## src/rtl/cache_fill_if.sv

```systemverilog
// Signal bundle between a cache, its fill controller and main memory.
// The master modport is the cache/memory side, slave is the fill controller.
interface cache_fill_if;
  logic        miss_detected;
  logic [15:0] miss_address;
  logic [15:0] memory_data;
  logic        memory_data_valid;
  logic        fsm_busy;
  logic        memory_read;
  logic [15:0] memory_address;
  logic        write_data_array;
  logic        write_tag_array;
  logic [15:0] fill_address;
  logic [15:0] fill_data;

  modport master (
    output miss_detected, miss_address, memory_data, memory_data_valid,
    input  fsm_busy, memory_read, memory_address, write_data_array,
           write_tag_array, fill_address, fill_data
  );

  modport slave (
    input  miss_detected, miss_address, memory_data, memory_data_valid,
    output fsm_busy, memory_read, memory_address, write_data_array,
           write_tag_array, fill_address, fill_data
  );
endinterface

```

## src/rtl/cache_fill_fsm.sv

```systemverilog
// Cache miss fill controller: fetches a 16-byte block as 8 word reads and
// writes each returned word, then the tag, into the requesting cache.
//
// state | meaning
// IDLE  | waiting for a miss; all outputs except fill_data low
// FILL  | issuing 8 reads and writing 8 returned words; tag with the last
module cache_fill_fsm (
  input  logic         clk,
  input  logic         rst,
  cache_fill_if.slave  bus
);

  typedef enum logic {IDLE = 1'b0, FILL = 1'b1} state_t;

  state_t      state_q, state_d;
  logic [11:0] base_q, base_d;
  logic [3:0]  issue_cnt_q, issue_cnt_d;
  logic [2:0]  recv_cnt_q, recv_cnt_d;

  always_ff @(posedge clk or negedge rst) begin
    if (!rst) begin
      state_q     <= IDLE;
      base_q      <= '0;
      issue_cnt_q <= '0;
      recv_cnt_q  <= '0;
    end else begin
      state_q     <= state_d;
      base_q      <= base_d;
      issue_cnt_q <= issue_cnt_d;
      recv_cnt_q  <= recv_cnt_d;
    end
  end

  always_comb begin
    state_d              = state_q;
    base_d               = base_q;
    issue_cnt_d          = issue_cnt_q;
    recv_cnt_d           = recv_cnt_q;
    bus.fsm_busy         = 1'b0;
    bus.memory_read      = 1'b0;
    bus.memory_address   = '0;
    bus.write_data_array = 1'b0;
    bus.write_tag_array  = 1'b0;
    bus.fill_address     = '0;
    bus.fill_data        = bus.memory_data;

    case (state_q)
      IDLE: begin
        if (bus.miss_detected) begin
          base_d      = bus.miss_address[15:4];
          issue_cnt_d = '0;
          recv_cnt_d  = '0;
          state_d     = FILL;
        end
      end
      FILL: begin
        bus.fsm_busy = 1'b1;
        // Word offsets come from the counters only, so addresses never carry into base.
        if (issue_cnt_q < 4'd8) begin
          bus.memory_read    = 1'b1;
          bus.memory_address = {base_q, issue_cnt_q[2:0], 1'b0};
          issue_cnt_d        = issue_cnt_q + 4'd1;
        end
        if (bus.memory_data_valid) begin
          bus.write_data_array = 1'b1;
          bus.fill_address     = {base_q, recv_cnt_q, 1'b0};
          recv_cnt_d           = recv_cnt_q + 3'd1;
          if (recv_cnt_q == 3'd7) begin
            bus.write_tag_array = 1'b1;
            state_d             = IDLE;
          end
        end
      end
      default: state_d = IDLE;
    endcase
  end

endmodule
```

## src/flat_wrapper.sv

```systemverilog
// flat-port wrapper written by rule: the top's interface ports become plain ports
module cache_fill_fsm_flat 
  (clk, rst, bus_miss_detected, bus_miss_address, bus_memory_data, bus_memory_data_valid, bus_fsm_busy, bus_memory_read, bus_memory_address, bus_write_data_array, bus_write_tag_array, bus_fill_address, bus_fill_data);
  cache_fill_if bus_i ();
  input  logic clk;
  input  logic rst;
  input wire logic [$bits(bus_i.miss_detected)-1:0] bus_miss_detected;
  input wire logic [$bits(bus_i.miss_address)-1:0] bus_miss_address;
  input wire logic [$bits(bus_i.memory_data)-1:0] bus_memory_data;
  input wire logic [$bits(bus_i.memory_data_valid)-1:0] bus_memory_data_valid;
  output wire logic [$bits(bus_i.fsm_busy)-1:0] bus_fsm_busy;
  output wire logic [$bits(bus_i.memory_read)-1:0] bus_memory_read;
  output wire logic [$bits(bus_i.memory_address)-1:0] bus_memory_address;
  output wire logic [$bits(bus_i.write_data_array)-1:0] bus_write_data_array;
  output wire logic [$bits(bus_i.write_tag_array)-1:0] bus_write_tag_array;
  output wire logic [$bits(bus_i.fill_address)-1:0] bus_fill_address;
  output wire logic [$bits(bus_i.fill_data)-1:0] bus_fill_data;
  assign bus_i.miss_detected = bus_miss_detected;
  assign bus_i.miss_address = bus_miss_address;
  assign bus_i.memory_data = bus_memory_data;
  assign bus_i.memory_data_valid = bus_memory_data_valid;
  assign bus_fsm_busy = bus_i.fsm_busy;
  assign bus_memory_read = bus_i.memory_read;
  assign bus_memory_address = bus_i.memory_address;
  assign bus_write_data_array = bus_i.write_data_array;
  assign bus_write_tag_array = bus_i.write_tag_array;
  assign bus_fill_address = bus_i.fill_address;
  assign bus_fill_data = bus_i.fill_data;
  cache_fill_fsm u_core (.clk(clk), .rst(rst), .bus(bus_i));
endmodule
```

## config.mk

```make
export PLATFORM = sky130hd
export DESIGN_NAME = cache_fill_fsm_flat
export DESIGN_NICKNAME = d
export VERILOG_FILES = /design/src/rtl/cache_fill_if.sv /design/src/rtl/cache_fill_fsm.sv /design/src/flat_wrapper.sv
export SDC_FILE = /design/constraint.sdc
export NUM_CORES = 1
export LEC_CHECK = 0
export CAP_MARGIN = 20
export CORE_AREA = 2 2 64 66
export CTS_CLUSTER_DIAMETER = 100
export DETAILED_ROUTE_END_ITERATION = 10
export DIE_AREA = 0 0 66 68
export GPL_ROUTABILITY_DRIVEN = 0
export MAX_ROUTING_LAYER = met4
export PLACE_DENSITY = 0.78
export SYNTH_ARGS = -nofsm -noshare
export SYNTH_HDL_FRONTEND = slang
export SYNTH_SLANG_ARGS = --single-unit
```

## constraint.sdc

```tcl
create_clock -name clk -period 1.65 [get_ports clk]
set_clock_uncertainty 0.1 [all_clocks]
set_input_delay 0.33 -clock clk [delete_from_list [all_inputs] [get_ports clk]]
set_output_delay 0.33 -clock clk [all_outputs]
set_load 0.005 [all_outputs]
```

## After elaboration in Yosys (flattened, before gate mapping)

Cells that the tools add are included.

- Bits in registers: 20
- Bits in latches: 0
- RAM bits: 0
- ROM bits: 0
- Output and inout bits: 52
- Memories: 0

- $add $sub $neg: 2
- $mul: 0
- Divide/modulo/power cells: 0
- Order comparisons: 1
- Eq/ne operators: 4
- Shift-type cells: 0
- Multiplexer cells: 22
- Bitwise logic cells: 1
- Reductions and logical operators: 3

Operator list:

| operator | number |
|---|---|
| $mux W16 | 4 |
| $mux W1 | 11 |
| $mux W4 | 2 |
| $pmux W4 S2 | 1 |
| $mux W3 | 2 |
| $ne A2 B2 Y1 const B | 3 |
| $pmux W3 S2 | 1 |
| $reduce_and A2 Y1 | 3 |
| $add A4 B1 Y4 const B | 1 |
| $lt A4 B4 Y1 const B | 1 |
| $add A3 B1 Y3 const B | 1 |
| $eq A3 B3 Y1 const B | 1 |
| $pmux W1 S2 | 1 |
| $not A1 Y1 | 1 |

## Longest topological paths before layout

Gate-level depths: netlist of run 1.

- Depth in word-level cells: 4
- Depth in mapped cells: 5
- Depth with buffers taken out: 5

## Worst setup path before layout of run 1

Ideal clock, no wire load.

- Kind: reg-to-reg
- Start: reg u_core.recv_cnt_q[0]
- End: reg u_core.recv_cnt_q[2]
- Arrival time: 1204 ps
- Data required time: 1424 ps
- Setup slack: 220 ps
- Stages on the path, launching flop included: 6
- Period minus slack after synthesis: 1430 ps
- Cell sequence: dfrtp_1 -> ha_1 -> ha_1 -> mux2_2 -> nand2_1 -> o21ai_0

- Longest elaborated chain between the ends: 3

Ends and longest elaborated chain:

| element | RTL line | source |
|---|---|---|
| from (decl) | cache_fill_fsm.sv:18 | `logic [2:0] recv_cnt_q, recv_cnt_d;` |
| from (signal assigned) | cache_fill_fsm.sv:30 | `recv_cnt_q <= recv_cnt_d;` |
| $add A3 B1 Y3 | cache_fill_fsm.sv:67 | `recv_cnt_d = recv_cnt_q + 3'd1;` |
| $mux W3 | cache_fill_fsm.sv:64 | `if (bus.memory_data_valid) begin` |
| $pmux W3 S2 | cache_fill_fsm.sv:47 | `case (state_q)` |

Every way passes these cells. The select of a mux whose other input is x is not followed.
A chain may end at the register's enable or synchronous reset.

## Worst setup path in the final report of run 1

- Start: reg u_core.state_q
- End: out bus_memory_address[4]

- Longest elaborated chain between the ends: 1

Ends and longest elaborated chain:

| element | RTL line | source |
|---|---|---|
| from (decl) | cache_fill_fsm.sv:15 | `state_t state_q, state_d;` |
| from (signal assigned) | cache_fill_fsm.sv:27 | `state_q <= state_d;` |
| $mux W16 | cache_fill_fsm.sv:47 |  |
| to (decl) | flat_wrapper.sv:13 | `output wire logic [$bits(bus_i.memory_address)-1:0] bus_memory_address;` |

Every way passes these cells.

==> results of run 1 <==
==> layout by cell type, fill, tap and decap left out, types with 6 or more instances in the layout <==
cell and count:
buf_6 30, dfrtp_1 19, clkdlybuf4s50_1 14, and2_4 13, buf_4 13, and3_4 12
mux2_4 12, nand2b_1 6, nand2_1 6, o21ai_0 6, buf_2 6
==> sequential cells by signal, summed over array words and instances (netlist names) <==
register	flops
u_core.base_q	12
u_core.state_q	1
u_core.recv_cnt_q	3
u_core.issue_cnt_q	4
==> logic make-up (layout without fill, tap and decap cells) <==
group	Yosys count	in the layout	share of synthesized area
AOI/OAI and AO/OA	9	9	0.0374
xor gates and xnor gates	2	2	0.0134
adders and majority gates	3	3	0.0288
buffers and inverters	26	79	0.147
DFF	20	20	0.384
muxes	15	15	0.158
other	1	2	0.00287
and+or+nand+nor	50	50	0.229
==> report_power, final <==
group | internal [W] | total (W) | switching (W)
Sequential | 0.000730 | 0.000935 | 0.000205
Combinational | 0.00121 | 0.00182 | 0.000613
Clock | 0.000162 | 0.000316 | 0.000154
==> per-layer routing <==
layer / up-vias / wire length [um]
met5: - / 0
met4: 0 / 31
met3: 4 / 158
met2: 32 / 1890
met1: 504 / 1480
li1: 507 / -
==> final timing paths <==
check | depth (start not counted) | startpoint | end | slack [ns]
worst min-delay path | 2 | rst | u_core.recv_cnt_q[1]$_DFFE_PN0P_ | 0.31
min in group clk | 1 | u_core.base_q[9]$_DFFE_PN0P_ | u_core.base_q[9]$_DFFE_PN0P_ | 0.45
max in group asynchronous | 2 | rst | u_core.state_q$_DFF_PN0_ | 0.91
worst max-delay path | 4 | u_core.state_q$_DFF_PN0_ | bus_memory_address[4] | -0.16
worst min register to register | 1 | u_core.base_q[9]$_DFFE_PN0P_ | u_core.base_q[9]$_DFFE_PN0P_ | 0.45
worst max register to register | 7 | u_core.state_q$_DFF_PN0_ | u_core.base_q[3]$_DFFE_PN0P_ | -0.12
==> cell type report <==
type	count	area (sq um)
Tap cell	50	62.6
Clock buffer	3	41.3
Sequential cell	20	502
Inverter	1	3.75
Timing Repair Buffer	75	779
Multi-Input combinational cell	81	723
Fill cell	330	1740
==> stage by stage <==
stage | hold slack, ns | setup TNS (ns) | std cells | power, W
2_1_floorplan | -0.0656 | 0 | 127 | 0.00165
3_3_place_gp | 0.413 | -9.32 | 215 | 0.00229
3_5_place_dp | 0.413 | -9.79 | 215 | 0.00235
4_1_cts | 0.314 | -5.77 | 230 | 0.00311
5_1_grt | 0.337 | -6.89 | 230 | 0.00329
6_report | 0.308 | -5.49 | 230 | 0.00307
==> worst max-delay path: stages (launching register included) <==
cell,delay (ns)
dfrtp_2,0.45
and2b_2,0.25
clkbuf_16,0.16
and2_4,0.15
buf_6,0.10
==> timing repair <==
item / CTS / global route
gates resized for setup: 189 / 12
setup buffers: 9 / 3
setup endpoints to repair: 34 / 46
pin swaps: 9 / 0
gates cloned: 4 / 0
==> results.py, run 1 <==
metrics = {
    "layout": {
        "drive_above_1_share": 0.594,
        "num_antenna_cells": 0,
        "fin_area_sq_mm": 0.00211,
        "layout.nets": 221,
        "fin_util": 0.548,
        "synthToLayoutAreaGrowth_pct": 61.8,
    },
    "global_routing": {
        "grt_pass1_vias": 1127,
        "grt_usage": 0.177,
        "grt_max_degree": 21,
        "met2_usage": 0.306,
        "use_met1": 0.213,
        "antenna_found_initial": 0,
        "grt_pass1_wl_mm": 5.71,
        "grt.busiest_layer": "met2",
        "grtUsageMet3": 0.0247,
        "overflow": 0,
    },
    "logic_synthesis": {
        "synth_area_per_cell_sq_um": 10.4,
        "syn_area_sq_mm": 0.00131,
        "async_flop_share": 1.00,
        "ys_top_cells_by_area": "dfrtp_1 38%, buf_4 12%, mux2_4 12%",
        "ys.flop_type": "dfrtp_1",
        "synthCells": 126,
        "synth_top_area_share": 0.384,
        "yosysTopAreaCell": "dfrtp_1",
        "yosys-top-cells-count": "20 x buf_4, 20 x dfrtp_1, 16 x and2_1, 16 x and3_1, 10 x mux2_4",
        "synth_edf_count": 0,
        "yosysSeqAreaShare": 0.384,
        "synth_seq_cells": 20,
        "synth.distinct_cells": 24,
        "yosysWarningCount": 0,
    },
    "route": {
        "wl_mm": 3.55,
        "final_antenna_net_count": 0,
        "drc": 0,
        "drtIter0Drc": 34,
        "firstDrtPassIters": 4,
        "num_vias": 1047,
        "via_per_inst": 4.55,
        "wl_per_cell_um": 15.5,
    },
    "status": {
        "outcome": "finished, violations left",
        "violations": "setup timing",
    },
    "timing": {
        "period_share": 1.09,
        "final-max-slew-violation-count": 0,
        "final-setup-viol-count": 44,
        "fmaxAchievable_mhz": 554,
        "fin_crit_ns": 1.81,
        "rsz0062_at_grt": "true",
        "worst_slack_ns": -0.155,
        "finalHoldViolCount": 0,
    },
    "clock_network": {
        "clk_latency_ns": 0.25,
        "numCtsBuffers": 3,
        "cts_tree": "built",
        "cts.clk_slew.worst_paths_ns": 0.08,
        "clk_path_buf_depth": 2,
        "hold_buffers": 0,
        "htreeDepth": 1,
        "root_buffer": "clkbuf_8",
        "numClockSinks": 20,
    },
    "pwr": {
        "irDropWorstVdd_v": 0.000693,
        "power_density_mw_per_mm2": 1450,
        "leakagePower_nw": 1.01,
    },
    "critical_path": {
        "critPathLaunchType": "flip-flop",
        "crit_fanout": 8,
        "endpoint_kind": "primary output",
        "critPathKind": "flip-flop to primary output",
        "crit_arrival_ns": 1.38,
        "cp.required_ns": 1.22,
    },
    "die": {
        "fp.coreArea_sq_mm": 0.00386,
        "num_rows": 23,
        "start_util": 0.338,
        "dieHeight_um": 68,
        "die_w_um": 66,
        "pin_count": 88,
        "fp.dieArea_sq_mm": 0.00449,
    },
    "min_path": {
        "worstHoldPathType": "input port to asynchronous set/reset pin",
    },
    "placement": {
        "io_buffers": 49,
        "dp_hpwl_mm": 2.21,
        "place_area_sq_mm": 0.00180,
        "pre_cts_ws_ns": -0.456,
    },
    "flow_run": {
        "drv_cap": 0,
    },
}
Note: power is estimated with default switching activity, not from simulation.
==> run 2, diff against run 1 <==
Settings changed: GPL_TIMING_DRIVEN set to 0, PLACE_DENSITY 0.78 to unset, PLACE_DENSITY_LB_ADDON set to 0.15.
==> results.py, run 2 (synthesized netlist as in run 1, its figures left out) <==
metrics = {
    "timing": {
        "fin_crit_ns": 1.78,
        "worst_slack_ns": -0.129,
        "rsz0062_at_grt": "true",
        "tightest_slew_ns": 0.970,
        "slew_headroom": 0.352,
        "fmaxAchievable_mhz": 562,
        "final-max-slew-violation-count": 0,
        "fin_tns_setup_ns": -2.31,
        "final-setup-viol-count": 27,
        "finalHoldViolCount": 0,
        "period_share": 1.08,
    },
    "pwr": {
        "leakagePower_nw": 1.17,
        "p_sw_w": 0.000976,
        "cell_internal_pwr_w": 0.00213,
        "comb_power_share": 0.575,
        "power_frac_seq": 0.304,
        "power_density_mw_per_mm2": 1300,
        "p_clk_frac": 0.121,
        "p_sw_frac": 0.314,
        "irDropWorstVdd_v": 0.000603,
    },
    "global_routing": {
        "grt_pass1_wl_mm": 5.82,
        "grt_pass1_vias": 1212,
        "overflow": 0,
        "grt_max_degree": 21,
        "antenna_found_initial": 0,
        "grt_usage": 0.175,
    },
    "layout": {
        "fin_cells": 268,
        "regMostFlops": "u_core.base_q",
        "largest_reg_flops": 12,
        "layout_common_cells": "34 x buf_6, 31 x buf_4, 29 x clkdlybuf4s50_1, 19 x dfrtp_1, 14 x and2_4",
        "synthToLayoutAreaGrowth_pct": 82.6,
        "reg_top3": "u_core.base_q: 12 flops, u_core.issue_cnt_q: 4 flops, u_core.recv_cnt_q: 3 flops",
        "layout.nets": 258,
        "drive_above_1_share": 0.569,
        "num_antenna_cells": 0,
        "layout_commonest_cell": "buf_6",
    },
    "critical_path": {
        "reg2reg_from": "u_core.state_q$_DFF_PN0_",
        "critical_path_buf_inv_count": 4,
        "endpoint_kind": "primary output",
        "crit_arrival_ns": 1.35,
        "cp.required_ns": 1.22,
        "critPathMaxStageDelay_ns": 0.43,
        "crit_fanout": 4,
        "path_delay_family": "buffers and inverters",
        "critPathKind": "flip-flop to primary output",
        "crit_path_cell_trace": "buf_4, clkbuf_8, buf_6, and3_4, buf_6",
        "critPathLaunch": "u_core.state_q$_DFF_PN0_",
        "critPathLaunchType": "flip-flop",
        "crit_top_cell": "buf_6",
        "crit_slowest_cell": "dfrtp_2",
    },
    "clock_network": {
        "numCtsBuffers": 3,
        "root_buffer": "clkbuf_8",
        "cts_tree": "built",
        "clk_path_buf_depth": 2,
        "htreeDepth": 1,
        "cts.clk_slew.worst_paths_ns": 0.08,
        "numClockSinks": 20,
        "clk_latency_ns": 0.26,
    },
    "die": {
        "die_w_um": 66,
        "num_rows": 23,
        "pin_count": 88,
        "start_util": 0.338,
        "dieHeight_um": 68,
        "fp.coreArea_sq_mm": 0.00386,
        "fp.dieArea_sq_mm": 0.00449,
    },
    "route": {
        "drc": 0,
        "wl_mm": 3.93,
        "final_antenna_net_count": 0,
        "num_vias": 1243,
        "drtIter0Drc": 32,
        "wl_per_cell_um": 14.7,
        "via_per_inst": 4.64,
        "firstDrtPassIters": 4,
    },
    "status": {
        "outcome": "finished, violations left",
        "violations": "setup timing",
    },
    "placement": {
        "dp_hpwl_mm": 2.51,
        "pre_cts_ws_ns": -0.871,
        "placed_cells": 242,
        "io_buffers": 65,
    },
    "flow_run": {
        "drv_cap": 0,
    },
    "min_path": {
        "hp-start": "u_core.base_q[8]$_DFFE_PN0P_",
        "worstHoldPathType": "flip-flop to flip-flop",
    },
}
==> run 2: final timing paths <==
path,to,slack (ns),cells past startpoint
min reg2reg,u_core.base_q[8]$_DFFE_PN0P_,0.44,1
max reg2reg,u_core.base_q[9]$_DFFE_PN0P_,0.01,6
min in group asynchronous,u_core.base_q[5]$_DFFE_PN0P_,0.51,1
min,u_core.base_q[8]$_DFFE_PN0P_,0.44,1
max,bus_fill_address[10],-0.13,5
max in group asynchronous,u_core.state_q$_DFF_PN0_,0.29,1
==> run 2: power groups by stage <==
stage / logic (W) / clock network (W) / registers, W
after CTS: 0.00167 / 0.000393 / 0.000930
after global placement: 0.00132 / 0 / 0.000930
after floorplan: 0.000773 / 0 / 0.000881
after global routing: 0.00194 / 0.000406 / 0.000977
after detailed placement: 0.00134 / 0 / 0.000943
final: 0.00179 / 0.000377 / 0.000945
==> run 2: timing repair <==
action / CTS / global route
gates resized for setup: 184 / 16
endpoints found under the setup margin: 44 / 28
setup buffers: 16 / 3
endpoints found under the hold margin: 0 / 0
hold buffers: 0 / 0
cloned: 3 / 0
pin swaps: 12 / 0
==> run 2: layout make-up <==
type | instances | area (sq um)
Tap cell | 50 | 62.6
Multi-Input combinational cell | 81 | 698
Fill cell | 350 | 1470
Clock buffer | 4 | 55.1
Buffer | 25 | 228
Timing Repair Buffer | 87 | 835
Sequential cell | 20 | 502
Inverter | 1 | 3.75
==> run 2: through the flow <==
stage                     utilization  cell area [sq um]  hold WS (ns)  power (W)
after floorplan                     -               1310       -0.0656    0.00165
after global placement          0.524               2020         0.402    0.00225
after detailed placement        0.524               2020         0.407    0.00229
after CTS                       0.597               2300         0.438    0.00300
after global routing            0.618               2380         0.463    0.00333
final                           0.618               2380         0.439    0.00311
==> run 2: worst reg2reg max path, cell delays in order (launching register included) <==
cell     delay (ns)
dfrtp_2        0.43
buf_4          0.14
buf_6          0.11
buf_6          0.12
nor2b_4        0.15
buf_12         0.17
mux2_4         0.31
==> run 2: per-layer routing <==
metal	wire length, um	share of wire	track usage	up-vias
li1	-	-	-	584
met1	1510	0.38	0.206	611
met2	2210	0.56	0.313	46
met3	186	0.047	0.0263	2
met4	19	0.0048	0.0510	0
met5	0	0	-	-
==> run 3, diff against run 2 <==
Settings changed: SLEW_MARGIN set to 10.
==> results of run 3 <==
Same layout as run 2: the final DEF is identical, and so are final timing and power.
